<file path="config.mk">
export PLATFORM = sky130hd
export DESIGN_NAME = router_1to2
export DESIGN_NICKNAME = d
export VERILOG_FILES = /design/src/rtl/csp_pkg.sv /design/src/rtl/channel_fifo.sv /design/src/rtl/router_1to2.sv
export SDC_FILE = /design/constraint.sdc
export NUM_CORES = 1
export LEC_CHECK = 0
export ABC_AREA = 0
export BUFFER_PORTS_ARGS = -buffer_cell sky130_fd_sc_hd__buf_2
export CORE_MARGIN = 2
export CORE_UTILIZATION = 45
export DETAILED_ROUTE_END_ITERATION = 7
export PLACE_DENSITY_LB_ADDON = 0.08
export SLEW_MARGIN = 20
export SYNTH_ARGS = -nofsm -noshare
export SYNTH_HDL_FRONTEND = slang
export SYNTH_SLANG_ARGS = --single-unit
</file>
<file path="constraint.sdc">
create_clock -name clk -period 3.3 [get_ports clk]
set_input_delay 0.66 -clock clk [delete_from_list [all_inputs] [get_ports clk]]
set_output_delay 0.66 -clock clk [all_outputs]
set_load 0.02 [all_outputs]
</file>
<file path="src/rtl/csp_pkg.sv">
// rtl/csp_pkg.sv - shared constants and types for CSP channel primitives
package csp_pkg;

    localparam int CSP_WIDTH    = 32;
    localparam int CSP_DEST_BIT = 31;

    typedef enum logic {
        DEST_0 = 1'b0,
        DEST_1 = 1'b1
    } dest_e;

endpackage

</file>
<file path="src/rtl/channel_fifo.sv">
// rtl/channel_fifo.sv - registered FIFO decoupling one channel output
module channel_fifo
    import csp_pkg::*;
#(
    parameter int WIDTH = CSP_WIDTH,
    parameter int DEPTH = 2
) (
    input  logic                     clk,
    input  logic                     reset,
    input  logic                     push,
    input  logic [WIDTH-1:0]         push_data,
    input  logic                     pop,
    output logic [WIDTH-1:0]         head_data,
    output logic                     full,
    output logic                     empty,
    output logic [$clog2(DEPTH):0]   count
);

    localparam int PTR_W = $clog2(DEPTH);
    localparam int CNT_W = PTR_W + 1;
    localparam logic [CNT_W-1:0] FULL_COUNT = CNT_W'(DEPTH);

    logic [WIDTH-1:0] mem [DEPTH];
    logic [PTR_W-1:0] rd_ptr;
    logic [PTR_W-1:0] wr_ptr;
    logic             do_push;
    logic             do_pop;

    assign full      = (count == FULL_COUNT);
    assign empty     = (count == '0);
    assign do_push   = push && !full;
    assign do_pop    = pop && !empty;
    assign head_data = empty ? '0 : mem[rd_ptr];

    // Pointers wrap naturally because DEPTH is a power of two.
    always_ff @(posedge clk or negedge reset) begin
        if (!reset) begin
            rd_ptr <= '0;
            wr_ptr <= '0;
            count  <= '0;
        end else begin
            if (do_push) wr_ptr <= wr_ptr + 1'b1;
            if (do_pop)  rd_ptr <= rd_ptr + 1'b1;
            case ({do_push, do_pop})
                2'b10:   count <= count + 1'b1;
                2'b01:   count <= count - 1'b1;
                default: count <= count;
            endcase
        end
    end

    always_ff @(posedge clk) begin
        if (do_push) mem[wr_ptr] <= push_data;
    end

endmodule

</file>
<file path="src/rtl/router_1to2.sv">
// rtl/router_1to2.sv - steers each accepted word to one of two FIFO-decoupled outputs
module router_1to2
    import csp_pkg::*;
#(
    parameter int WIDTH    = CSP_WIDTH,
    parameter int DEST_BIT = CSP_DEST_BIT,
    parameter int DEPTH    = 2
) (
    input  logic             clk,
    input  logic             reset,
    input  logic [WIDTH-1:0] receive_data0,
    input  logic             receive_request0,
    output logic             receive_valid0,
    output logic [WIDTH-1:0] send_data0,
    output logic [WIDTH-1:0] send_data1,
    output logic             send_request0,
    output logic             send_request1,
    input  logic             send_valid0,
    input  logic             send_valid1
);

    localparam int CNT_W = $clog2(DEPTH) + 1;

    dest_e            dest;
    logic             full0, full1;
    logic             empty0, empty1;
    logic [CNT_W-1:0] count0, count1;
    logic             push0, push1;
    logic             pop0, pop1;

    assign dest = dest_e'(receive_data0[DEST_BIT]);

    // Acceptance uses only registered fullness, never send_valid, so a full
    // FIFO being drained this cycle still refuses until the next cycle.
    assign receive_valid0 = reset && receive_request0 &&
                            !((dest == DEST_1) ? full1 : full0);

    assign push0 = receive_valid0 && (dest == DEST_0);
    assign push1 = receive_valid0 && (dest == DEST_1);

    assign send_request0 = (count0 != '0);
    assign send_request1 = (count1 != '0);
    assign pop0          = !empty0 && send_valid0;
    assign pop1          = !empty1 && send_valid1;

    channel_fifo #(.WIDTH(WIDTH), .DEPTH(DEPTH)) u_fifo0 (
        .clk       (clk),
        .reset     (reset),
        .push      (push0),
        .push_data (receive_data0),
        .pop       (pop0),
        .head_data (send_data0),
        .full      (full0),
        .empty     (empty0),
        .count     (count0)
    );

    channel_fifo #(.WIDTH(WIDTH), .DEPTH(DEPTH)) u_fifo1 (
        .clk       (clk),
        .reset     (reset),
        .push      (push1),
        .push_data (receive_data0),
        .pop       (pop1),
        .head_data (send_data1),
        .full      (full1),
        .empty     (empty1),
        .count     (count1)
    );

endmodule

</file>
==> results.md <==
- The run finished with clean final reports.
- The total of endpoints with negative setup slack in the final report is 0.
- Data arrives at the worst endpoint at 1980 ps.
- The share of the core filled with cells in the final layout is 57.6%.
- The cell area after synthesis is 5220 um2.
- The clock period could shrink to 2640 ps.
- The count of mapped cells out of synthesis is 313.
- Each instance of the synthesized netlist takes up on average 16.7 um2.
- The fmax is 0.379 GHz.
- During synthesis, Yosys emitted a total of 0 warnings.
- The largest net degree at the start of global routing is 33.
- The initial DRC count is 125.
- In this run the vertical extent of the chip is 112 um.
- The global-route wire length before repair is 15.7 mm.
- The routability-driven placement congestion ratio is 0.707.
- In the post-route analysis, the smallest setup slack over all paths is 661 ps.
- After clock tree synthesis, the clock-pin slew on the worst setup and hold paths is 50 ps.
- The post-route setup TNS is 0 ps.
- Counting tap cells, the placed design contains a total of 553 instances.
- In this run, distinct cell masters in the synthesized netlist total 18.
- Setup repair after global routing left no endpoint under its margin.
- The count of final max-slew check failures was 0.
- After clock tree synthesis, the flow added hold-fix buffers numbering 0.
- The clock buffer count from CTS is 17.
- The wire length per cell after detailed routing is 17.2 um.
- The detailed router put a total of 4.52 mm of wire on met1.
- Using the TritonRoute via totals, the vias-per-cell ratio works out to 4.93.
- The combined global-route utilization of all metal layers is 16.9%.
- The final non-filler cell total is 585.
- In the layout the commonest cells are sky130_fd_sc_hd__edfxtp_1 (128), sky130_fd_sc_hd__buf_2 (103), sky130_fd_sc_hd__nor2_1 (67), sky130_fd_sc_hd__mux2i_1 (64), sky130_fd_sc_hd__clkbuf_16 (17).
- The type of the worst setup path is reg -> out.
- Synthesis produced a netlist with a net count of 352.
- Leaving out fill and tap cells, the most frequent cell in the layout is sky130_fd_sc_hd__edfxtp_1.
- The first-pass iteration count of the detailed router is 6.
- The remaining global-route overflow is 0.
- Summed over all layers, the routed wires come to 10.1 mm.
- The class of the tightest hold or removal check is in -> async.
- For this design the ratio of total power to cell area is 924 nW/um2.
- The largest voltage drop on the vdd net is 389 uV.
- The total leakage power is 2.63 nW.
- The total number of placement rows is 39.
- The critical path contains buffers and inverters numbering 2 combined.
- The final layout net count is 468.
- The buffers inserted during post-CTS setup optimization is 0.
- The flop-to-flop setup slack is 1070 ps.
- The longest clock path from root to sink contains 2 buffers.
- The count of pins on the block boundary is 104.
- The routed layout has 2885 vias.
- The capturing element type of the critical path is an output pin.
- The share of cells above drive strength 1 is 34.2%.
- TritonCTS built the clock tree.
- Compared with the post-synthesis result, the final layout area differs by 25.3%.
- The clock latency reported for the late side of the worst-skew pair is 410 ps.
- The startpoint identified for the worst register-to-register timing path is u_fifo0.count[1].
- The number of antenna violations at the first check in global routing is 0.
- In this run, post-CTS repair resized a total of 0 instances.
- The number of failing hold endpoints at the final stage is 0.
- The detail route stage leaves a number of antenna-violating nets equal to 0.
- The routed design uses 4.95 mm of met2 wire.
- The worst setup slack after placement is 704 ps.
- Detailed routing placed a total of 514 um of wire on met3.
- The largest delay contributor family on the critical path is flip-flops.
- The worst setup path is launched from a register.
- In this run the tightest slew margin relative to its limit is 59.1%.
- The number of storage elements in the synthesis netlist is 136.
- Ranked by total cell area, the synthesized netlist is headed by sky130_fd_sc_hd__edfxtp_1 (74%), sky130_fd_sc_hd__mux2i_1 (12%), sky130_fd_sc_hd__nor2_1 (5.2%), sky130_fd_sc_hd__dfrtp_1 (3.8%), sky130_fd_sc_hd__buf_2 (1.4%).
- The die covers 12500 um2.
- The most area-hungry cell type in the Yosys netlist is sky130_fd_sc_hd__edfxtp_1.
- Summed over its instances, the top area cell type makes up 73.6% of the synthesized netlist area.
- The critical path's largest stage delay is 750 ps.
- The buffer type at the clock tree root is sky130_fd_sc_hd__clkbuf_16.
- Routed signal wires occupy layers up through met4.
- The number of I/O port buffers is 103.
- The tool flagged a number of max-cap violations equal to 0.
- The via count of the first global-routing pass is 2952.
- For this configuration, the core starts out at a cell density of 45.9%.
- The final routed DRC violation total is 0.
- On the final layout, the worst clock skew is 10.1 ps.
- The critical path goes through buf_4 -> mux2i_1 -> nor2_1 -> buf_2.
- The worst register-to-register path ends at u_fifo0.mem[1][27].
- For the pin with the worst max-slew slack, the measured transition is 614 ps.
- The design draws 6.05 mW.
- The cell with the largest stage delay on the worst path is sky130_fd_sc_hd__dfrtp_2.
- The number of antenna diodes is 0.
- The x dimension of the die is 112 um.
- The maximum fanout along the worst path is 20.
- The share of the yosys chip area belonging to registers is 77.5%.
- After layout, the worst path uses 80.0% of the clock period.
- The depth of the worst register-to-register path is 4.
- The H-tree depth reported by CTS is 4.
- The detailed placer's ending HPWL is 6.38 mm.
- The clock net in this run drives a total of 136 sinks.
- The standard cell core area is 11400 um2.
- Data on the critical path is required at its endpoint by 2640 ps.
## state kept, by name, summed over array words and instances (netlist names)
name and cells:
u_fifo1.count 2, u_fifo1.rd_ptr 1, u_fifo0.mem 64, u_fifo1.wr_ptr 1, u_fifo0.count 2, u_fifo1.mem 64, u_fifo0.wr_ptr 1, u_fifo0.rd_ptr 1
## how the worst max path moves through the flow
stage | depth (start not counted) | to | slack (ps) | start
2_1_floorplan | 3 | u_fifo0.mem[0][0] | 350 | receive_data0[31]
3_3_place_gp | 5 | u_fifo0.mem[1][2] | 710 | reset
3_5_place_dp | 5 | u_fifo0.mem[1][6] | 700 | reset
4_1_cts | 4 | send_data0[16] | 630 | u_fifo0.rd_ptr
5_1_grt | 4 | send_data0[21] | 550 | u_fifo0.rd_ptr
6_report | 4 | send_data0[16] | 660 | u_fifo0.rd_ptr
## logic make-up after synthesis
| group | count (synthesis) | synth area share (%) |
|---|---|---|
| compound gates | 1 | 0.144 |
| xor+xnor | 10 | 1.82 |
| fa+ha+maj | 2 | 0.479 |
| buf+inv | 20 | 1.80 |
| flops | 136 | 77.5 |
| mux | 64 | 12.3 |
| simple gates | 80 | 6.04 |
## per-stage QoR
| stage | hold WS, ps | instance area [um2] |
|---|---|---|
| floorplan | 364 | 5220 |
| finish | 101 | 6540 |
| global route | 85.1 | 6540 |
| global placement | 516 | 5980 |
| detailed placement | 524 | 5980 |
| CTS | 84.2 | 6540 |
## cells in the mapped netlist
master                       n
sky130_fd_sc_hd__dfrtp_1     8
sky130_fd_sc_hd__xnor2_2     1
sky130_fd_sc_hd__nand2b_1    1
sky130_fd_sc_hd__xor2_1      4
sky130_fd_sc_hd__a211oi_1    1
sky130_fd_sc_hd__inv_1       3
sky130_fd_sc_hd__or3_1       1
sky130_fd_sc_hd__buf_2      15
sky130_fd_sc_hd__mux2i_1    64
sky130_fd_sc_hd__nand2_1     1
sky130_fd_sc_hd__and2_1      2
sky130_fd_sc_hd__xnor2_1     5
sky130_fd_sc_hd__edfxtp_1  128
sky130_fd_sc_hd__nor2_1     73
sky130_fd_sc_hd__ha_1        2
sky130_fd_sc_hd__inv_2       2
sky130_fd_sc_hd__nand4_1     1
sky130_fd_sc_hd__nor2b_1     1
## final cells by class
type	instances	area, um2
Fill cell	935	4830
Sequential cell	136	4050
Multi-Input combinational cell	157	1130
Timing Repair Buffer	112	608
Clock buffer	18	429
Tap cell	143	179
Clock inverter	14	134
Inverter	5	18.8
## report_power, final
group	leakage [nW]	total [mW]	switching [mW]	internal, mW
registers	1.25	2.27	0.209	2.06
logic	1.11	2.01	1.26	0.748
clock network	0.264	1.77	0.671	1.10
total	2.63	6.05	2.14	3.91
## per-layer routing
metal / global-route usage, % / up-vias
li1: - / 1377
met1: 22.0 / 1422
met2: 26.9 / 80
met3: 6.31 / 6
met4: 5.02 / 0
met5: 0 / -
Power figures use the tool's default switching activity.
